===== src/rtl/vga_sync_if.sv =====
`default_nettype none
// ============================================================================
// Module   : vga_sync_if
// Purpose  : Scan-coordinate, pixel-data and pin bundle for the VGA timing stage.
// Revision : 1.0 - initial release
// ============================================================================
interface vga_sync_if;
  logic [2:0] red_in;
  logic [2:0] green_in;
  logic [1:0] blue_in;
  logic [9:0] xpos;
  logic [9:0] ypos;
  logic       pix_en;
  logic       frame_start;
  logic       hsync;
  logic       vsync;
  logic [2:0] red;
  logic [2:0] green;
  logic [1:0] blue;

  // master: the timing generator; slave: game logic plus pin consumer
  modport master (
    input  red_in, green_in, blue_in,
    output xpos, ypos, pix_en, frame_start, hsync, vsync, red, green, blue
  );
  modport slave (
    output red_in, green_in, blue_in,
    input  xpos, ypos, pix_en, frame_start, hsync, vsync, red, green, blue
  );
endinterface
`default_nettype wire


===== src/rtl/vga_sync.sv =====
`default_nettype none
// ============================================================================
// Module   : vga_sync
// Purpose  : 640x480@60 VGA timing generator with blanked, registered RGB output.
// Revision : 1.0 - initial release
// ============================================================================
module vga_sync #(
  parameter int CLK_DIV   = 4,
  parameter int H_VISIBLE = 640,
  parameter int H_FP      = 16,
  parameter int H_SYNC    = 96,
  parameter int H_BP      = 48,
  parameter int V_VISIBLE = 480,
  parameter int V_FP      = 10,
  parameter int V_SYNC    = 2,
  parameter int V_BP      = 33,
  parameter bit SYNC_POL  = 1'b0
) (
  input  wire logic        clk,
  input  wire logic        rst,
  vga_sync_if.master       vga
);

  localparam int          c_h_total  = H_VISIBLE + H_FP + H_SYNC + H_BP;
  localparam int          c_v_total  = V_VISIBLE + V_FP + V_SYNC + V_BP;
  localparam int          c_div_w    = (CLK_DIV > 1) ? $clog2(CLK_DIV) : 1;
  localparam logic [c_div_w-1:0] c_div_last = c_div_w'(CLK_DIV - 1);
  localparam logic [9:0]  c_h_last   = 10'(c_h_total - 1);
  localparam logic [9:0]  c_v_last   = 10'(c_v_total - 1);
  localparam logic [9:0]  c_h_vis    = 10'(H_VISIBLE);
  localparam logic [9:0]  c_v_vis    = 10'(V_VISIBLE);
  localparam logic [9:0]  c_hs_first = 10'(H_VISIBLE + H_FP);
  localparam logic [9:0]  c_hs_last  = 10'(H_VISIBLE + H_FP + H_SYNC - 1);
  localparam logic [9:0]  c_vs_first = 10'(V_VISIBLE + V_FP);
  localparam logic [9:0]  c_vs_last  = 10'(V_VISIBLE + V_FP + V_SYNC - 1);

  logic [c_div_w-1:0] r_div_cnt;
  logic [9:0]         r_xpos;
  logic [9:0]         r_ypos;
  logic               r_hsync;
  logic               r_vsync;
  logic [2:0]         r_red;
  logic [2:0]         r_green;
  logic [1:0]         r_blue;

  logic w_pix_en;
  logic w_x_last;
  logic w_y_last;
  logic w_hs_active;
  logic w_vs_active;
  logic w_visible;

  // With CLK_DIV=1 the divider is stuck at 0, so pix_en stays high even in reset.
  assign w_pix_en    = (r_div_cnt == c_div_last);
  assign w_x_last    = (r_xpos == c_h_last);
  assign w_y_last    = (r_ypos == c_v_last);
  assign w_hs_active = (r_xpos >= c_hs_first) && (r_xpos <= c_hs_last);
  assign w_vs_active = (r_ypos >= c_vs_first) && (r_ypos <= c_vs_last);
  assign w_visible   = (r_xpos < c_h_vis) && (r_ypos < c_v_vis);

  always_ff @(posedge clk) begin
    if (rst) begin
      r_div_cnt <= '0;
      r_xpos    <= '0;
      r_ypos    <= '0;
    end else begin
      if (w_pix_en) begin
        r_div_cnt <= '0;
        if (w_x_last) begin
          r_xpos <= '0;
          r_ypos <= w_y_last ? 10'd0 : r_ypos + 10'd1;
        end else begin
          r_xpos <= r_xpos + 10'd1;
        end
      end else begin
        r_div_cnt <= r_div_cnt + c_div_w'(1);
      end
    end
  end

  // Pin stage samples the current coordinates, so it trails them by one clk.
  always_ff @(posedge clk) begin
    if (rst) begin
      r_hsync <= ~SYNC_POL;
      r_vsync <= ~SYNC_POL;
      r_red   <= '0;
      r_green <= '0;
      r_blue  <= '0;
    end else begin
      r_hsync <= w_hs_active ? SYNC_POL : ~SYNC_POL;
      r_vsync <= w_vs_active ? SYNC_POL : ~SYNC_POL;
      r_red   <= w_visible ? vga.red_in   : 3'd0;
      r_green <= w_visible ? vga.green_in : 3'd0;
      r_blue  <= w_visible ? vga.blue_in  : 2'd0;
    end
  end

  assign vga.xpos        = r_xpos;
  assign vga.ypos        = r_ypos;
  assign vga.pix_en      = w_pix_en;
  assign vga.frame_start = w_pix_en && w_x_last && w_y_last;
  assign vga.hsync       = r_hsync;
  assign vga.vsync       = r_vsync;
  assign vga.red         = r_red;
  assign vga.green       = r_green;
  assign vga.blue        = r_blue;

endmodule
`default_nettype wire

===== src/flat_wrapper.sv =====
// flat-port wrapper written by rule: the top's interface ports become plain ports
module vga_sync_flat 
#(
  parameter int CLK_DIV   = 4,
  parameter int H_VISIBLE = 640,
  parameter int H_FP      = 16,
  parameter int H_SYNC    = 96,
  parameter int H_BP      = 48,
  parameter int V_VISIBLE = 480,
  parameter int V_FP      = 10,
  parameter int V_SYNC    = 2,
  parameter int V_BP      = 33,
  parameter bit SYNC_POL  = 1'b0
)
  (clk, rst, vga_red_in, vga_green_in, vga_blue_in, vga_xpos, vga_ypos, vga_pix_en, vga_frame_start, vga_hsync, vga_vsync, vga_red, vga_green, vga_blue);
  vga_sync_if vga_i ();
  input  wire logic clk;
  input  wire logic rst;
  input wire logic [$bits(vga_i.red_in)-1:0] vga_red_in;
  input wire logic [$bits(vga_i.green_in)-1:0] vga_green_in;
  input wire logic [$bits(vga_i.blue_in)-1:0] vga_blue_in;
  output wire logic [$bits(vga_i.xpos)-1:0] vga_xpos;
  output wire logic [$bits(vga_i.ypos)-1:0] vga_ypos;
  output wire logic [$bits(vga_i.pix_en)-1:0] vga_pix_en;
  output wire logic [$bits(vga_i.frame_start)-1:0] vga_frame_start;
  output wire logic [$bits(vga_i.hsync)-1:0] vga_hsync;
  output wire logic [$bits(vga_i.vsync)-1:0] vga_vsync;
  output wire logic [$bits(vga_i.red)-1:0] vga_red;
  output wire logic [$bits(vga_i.green)-1:0] vga_green;
  output wire logic [$bits(vga_i.blue)-1:0] vga_blue;
  assign vga_i.red_in = vga_red_in;
  assign vga_i.green_in = vga_green_in;
  assign vga_i.blue_in = vga_blue_in;
  assign vga_xpos = vga_i.xpos;
  assign vga_ypos = vga_i.ypos;
  assign vga_pix_en = vga_i.pix_en;
  assign vga_frame_start = vga_i.frame_start;
  assign vga_hsync = vga_i.hsync;
  assign vga_vsync = vga_i.vsync;
  assign vga_red = vga_i.red;
  assign vga_green = vga_i.green;
  assign vga_blue = vga_i.blue;
  vga_sync #(.CLK_DIV(CLK_DIV), .H_VISIBLE(H_VISIBLE), .H_FP(H_FP), .H_SYNC(H_SYNC), .H_BP(H_BP), .V_VISIBLE(V_VISIBLE), .V_FP(V_FP), .V_SYNC(V_SYNC), .V_BP(V_BP), .SYNC_POL(SYNC_POL)) u_core (.clk(clk), .rst(rst), .vga(vga_i));
endmodule

===== config.mk =====
export PLATFORM = sky130hd
export DESIGN_NAME = vga_sync_flat
export DESIGN_NICKNAME = d
export VERILOG_FILES = /design/src/rtl/vga_sync_if.sv /design/src/rtl/vga_sync.sv /design/src/flat_wrapper.sv
export SDC_FILE = /design/constraint.sdc
export NUM_CORES = 1
export LEC_CHECK = 0
export BUFFER_PORTS_ARGS = -buffer_cell sky130_fd_sc_hd__buf_4
export CORE_UTILIZATION = 31
export DETAILED_ROUTE_END_ITERATION = 8
export PLACE_DENSITY = 0.6
export SYNTH_ARGS = -nofsm -noshare
export SYNTH_HDL_FRONTEND = slang
export SYNTH_SLANG_ARGS = --single-unit

===== constraint.sdc =====
create_clock -name clk -period 5.6 [get_ports clk]
set_clock_uncertainty 0.1 [all_clocks]
set_input_delay 1.12 -clock clk [delete_from_list [all_inputs] [get_ports clk]]
set_output_delay 1.12 -clock clk [all_outputs]
set_load 0.01 [all_outputs]

==> out/results.env <==
RUN_STATUS='complete, no violations'
FINAL-SETUP-VIOL-COUNT=0
NETLIST-CELL-TYPE-COUNT=31
FILLER_CELL_COUNT=446
PWR-SHARE-SEQ=0.490
NUMBER_OF_SINKS_ON_THE_CLOCK_NET=32
GRT_MAX_DEGREE=13
FIN_CELLS=253
TIMING.MAX_CAP.VIOLATIONS=0
GRT_SETUP_UNREPAIRED='no'
PLACE.DETAILED.INSTANCES=245
REQUIRED_NS=4.38
CLK_ROOT_BUFFER_CELL='sky130_fd_sc_hd__clkbuf_8'
CTS.CLK_SLEW.WORST_PATHS_NS=0.06
FLOORPLAN.ROWS=24
VDD.IR_DROP.WORST_uV=100
POST_CTS.REPAIR.SETUP_BUFFERS=0
PWR-SHARE-COMB=0.052
DIE_W_UM=69.8
TNS_NS=0
FIN_CRIT_NS=3.46
GPL.FINAL_WEIGHTED_CONGESTION=0.744
CTS_RESIZED=0
DRTITER0DRC=45
SYNTH_TOP_AREA_FRAC=0.449
DRCVIOLATIONCOUNT=0
FINAL.SETUP.WORST_SLACK_NS=2.14
GRT_PASS1_VIAS=1061
GRT_FIRST_PASS_WIRELENGTH_MM=5.06
STARTPOINT_TYPE='register'
ROUTE.DETAILED.VIAS_PER_INST=4.79
POWERDENSITY_nW_PER_UM2=254
FLOORPLAN.CORE_AREA_UM2=4380
SYNTH.AREA.TOP_CELLS='sky130_fd_sc_hd__dfxtp_1 45%, sky130_fd_sc_hd__ha_1 5.3%, sky130_fd_sc_hd__and2_1 4.4%'
TIMING.MAX_SLEW.REL_SLACK=0.618
WIRE_PER_INST_UM=12.1
SYNTH_EDF_COUNT=0
SYNTH_AREA_UM2=1430
YS_DOMINANT_REG_CELL='sky130_fd_sc_hd__dfxtp_1'
POST_SYNTH_INST_COUNT=156
MIN-DELAY-PATH-CLASS='register to register'
CLOCK_PATH_BUFFERS=2
DIE-HEIGHT_UM=69.8
WORSTMARGINPINSLEW_NS=0.571
YOSYS_WARNINGS=0
FINALHOLDVIOLCOUNT=0
TRACK_USAGE=0.131
CRITPATHMAXFANOUT=12
POWER_FRAC_CLOCK=0.457
PLACEMENT.CELL_AREA_UM2=1780
DETAILEDROUTE.FIRSTPASSITERATIONCOUNT=4
POWER.SWITCHING_mW=0.102
SYNTH.TOP_CELLS.BY_COUNT='32 x sky130_fd_sc_hd__dfxtp_1, 16 x sky130_fd_sc_hd__nor2_1, 10 x sky130_fd_sc_hd__and2_1, 10 x sky130_fd_sc_hd__o21ai_0, 9 x sky130_fd_sc_hd__a21oi_1'
POST_LAYOUT_NETS=216
HOLD_WS_NS=0.324
DP.FINAL_HPWL_MM=2.17
TOP_LEVEL_PORTS=42
TRITONCTS_CLOCK_TREE='built'
POWER_SWITCHING_SHARE=0.212
GRT_ANTENNA_BEFORE_REPAIR=0
GRT_REMAINING_OVERFLOW=0
POWER.STATIC_LEAKAGE_nW=0.773
FINAL_CELL_AREA_UM2=1890
CLK-INSERTION-DELAY-LATE_NS=0.28
IO_BUFFERS=41
AVERAGE_INSTANCE_AREA_AFTER_SYNTHESIS_UM2=9.14
PERIOD_SHARE=0.618
PATH_CLASS='register to output port'
NETLIST.TOP_CELL.BY_AREA='sky130_fd_sc_hd__dfxtp_1'
FRACTION_OF_THE_YOSYS_AREA_TAKEN_BY_SEQUENTIAL_CELLS=0.449
ASYNC_RESET_FF_FRAC=0
FLOORPLAN.INITIALDENSITY=0.325
TOTALWIRELENGTH_MM=3.07
SLEW_VIOL_FINAL=0
LAYOUT-DRIVE-GT1-SHARE=0.274
CTS_HTREE_LEVELS=2
FLOORPLAN.DIE_AREA_UM2=4880
SYNTHTOLAYOUTAREAGROWTH_PCT=32.5
NUMBER_OF_ANTENNA_VIOLATING_NETS_IN_THE_ROUTED_DESIGN=0
POSTSYNTHNETCOUNT=172
P_INT_mW=0.379
POST-PLACE-WS_NS=2.45
CP-END-KIND='output port'
CRITICAL_PATH_ARRIVAL_NS=2.24
FMAXACHIEVABLE_MHz=289
DR_TOTAL_VIAS=1213
NUMBER_OF_HOLD_BUFFERS_ADDED_AFTER_CTS=0
YOSYSMOSTFREQUENTCELL='sky130_fd_sc_hd__dfxtp_1'
NUMBER_OF_BUFFERS_CREATED_BY_CTS=5
POSTSYNTHREGISTERBITS=32
NUMBER_OF_DIODES_ADDED_FOR_ANTENNA_FIXING=0
-- power groups by stage --
stage	Sequential [mW]	Clock (mW)	Combinational [mW]
floorplan	0.242	0	0.0109
global placement	0.240	0	0.0257
detailed placement	0.241	0	0.0257
CTS	0.236	0.228	0.0258
global route	0.236	0.240	0.0277
finish	0.235	0.220	0.0252
-- registers in the layout, indices dropped and copies added, names as in the netlist --
signal / count
u_core.r_div_cnt: 2
u_core.vga.blue: 2
u_core.vga.green: 3
u_core.vga.hsync: 1
u_core.vga.red: 3
u_core.vga.vsync: 1
u_core.vga.xpos: 10
u_core.vga.ypos: 10
-- path summary, 6_finish.rpt --
kind | slack [ns] | depth (start not counted) | endpoint | startpoint
setup / recovery | 2.14 | 5 | vga_frame_start | u_core.r_div_cnt[0]
hold / removal | 0.32 | 1 | u_core.r_div_cnt[0] | u_core.r_div_cnt[0]
setup reg to reg | 3.23 | 5 | u_core.vga.xpos[2] | u_core.r_div_cnt[0]
hold reg to reg | 0.32 | 1 | u_core.r_div_cnt[0] | u_core.r_div_cnt[0]
-- stage by stage --
| step | total power [mW] | utilization |
|---|---|---|
| 6_report | 0.480 | 0.431 |
| 5_1_grt | 0.503 | 0.431 |
| 4_1_cts | 0.490 | 0.431 |
| 3_5_place_dp | 0.266 | 0.406 |
| 3_3_place_gp | 0.266 | 0.406 |
| 2_1_floorplan | 0.253 | - |
-- cell type report --
type                       instances  area (um2)  share of cell area
tap                               52        65.1              0.0344
clock buffer                       5        68.8              0.0364
clock inverter                     3        42.5              0.0225
timing repair buffer              41         308               0.163
sequential                        32         641               0.339
inverter                           5        18.8             0.00993
multi-input combinational        115         746               0.395
-- cells by family after synthesis --
kind of cell / after synthesis / synth area share
simple gates: 77 / 0.317
flops: 32 / 0.449
compound gates: 21 / 0.0860
xor+xnor: 11 / 0.0675
buf+inv: 9 / 0.0281
fa+ha+maj: 6 / 0.0526
-- placed cells by master, fill, tap and decap left out, types with 3 or more instances in the layout --
cell / count
sky130_fd_sc_hd__a21oi_1: 9
sky130_fd_sc_hd__and2_1: 10
sky130_fd_sc_hd__and3_1: 3
sky130_fd_sc_hd__buf_4: 41
sky130_fd_sc_hd__clkbuf_8: 5
sky130_fd_sc_hd__dfxtp_1: 32
sky130_fd_sc_hd__ha_1: 6
sky130_fd_sc_hd__inv_1: 5
sky130_fd_sc_hd__nand2_1: 8
sky130_fd_sc_hd__nand2b_1: 3
sky130_fd_sc_hd__nand3_1: 7
sky130_fd_sc_hd__nand4_1: 8
sky130_fd_sc_hd__nor2_1: 16
sky130_fd_sc_hd__nor3_1: 4
sky130_fd_sc_hd__o21ai_0: 10
sky130_fd_sc_hd__or3_1: 8
sky130_fd_sc_hd__xnor2_1: 7
sky130_fd_sc_hd__xor2_1: 4
-- routing by layer --
metal	up-vias	track usage	share of wire
li1	630	-	-
met1	547	0.169	0.49
met2	29	0.193	0.44
met3	7	0.0538	0.060
met4	0	0.0533	0.015
met5	-	0	0
-- critical path, cell delays in order, from the launching register on --
cell,delay [ns]
sky130_fd_sc_hd__dfxtp_1,0.34
sky130_fd_sc_hd__ha_1,0.40
sky130_fd_sc_hd__and4_1,0.34
sky130_fd_sc_hd__nand4_1,0.49
sky130_fd_sc_hd__nor2_1,0.24
sky130_fd_sc_hd__buf_4,0.14
No activity file was read; power rests on OpenSTA's default activity.
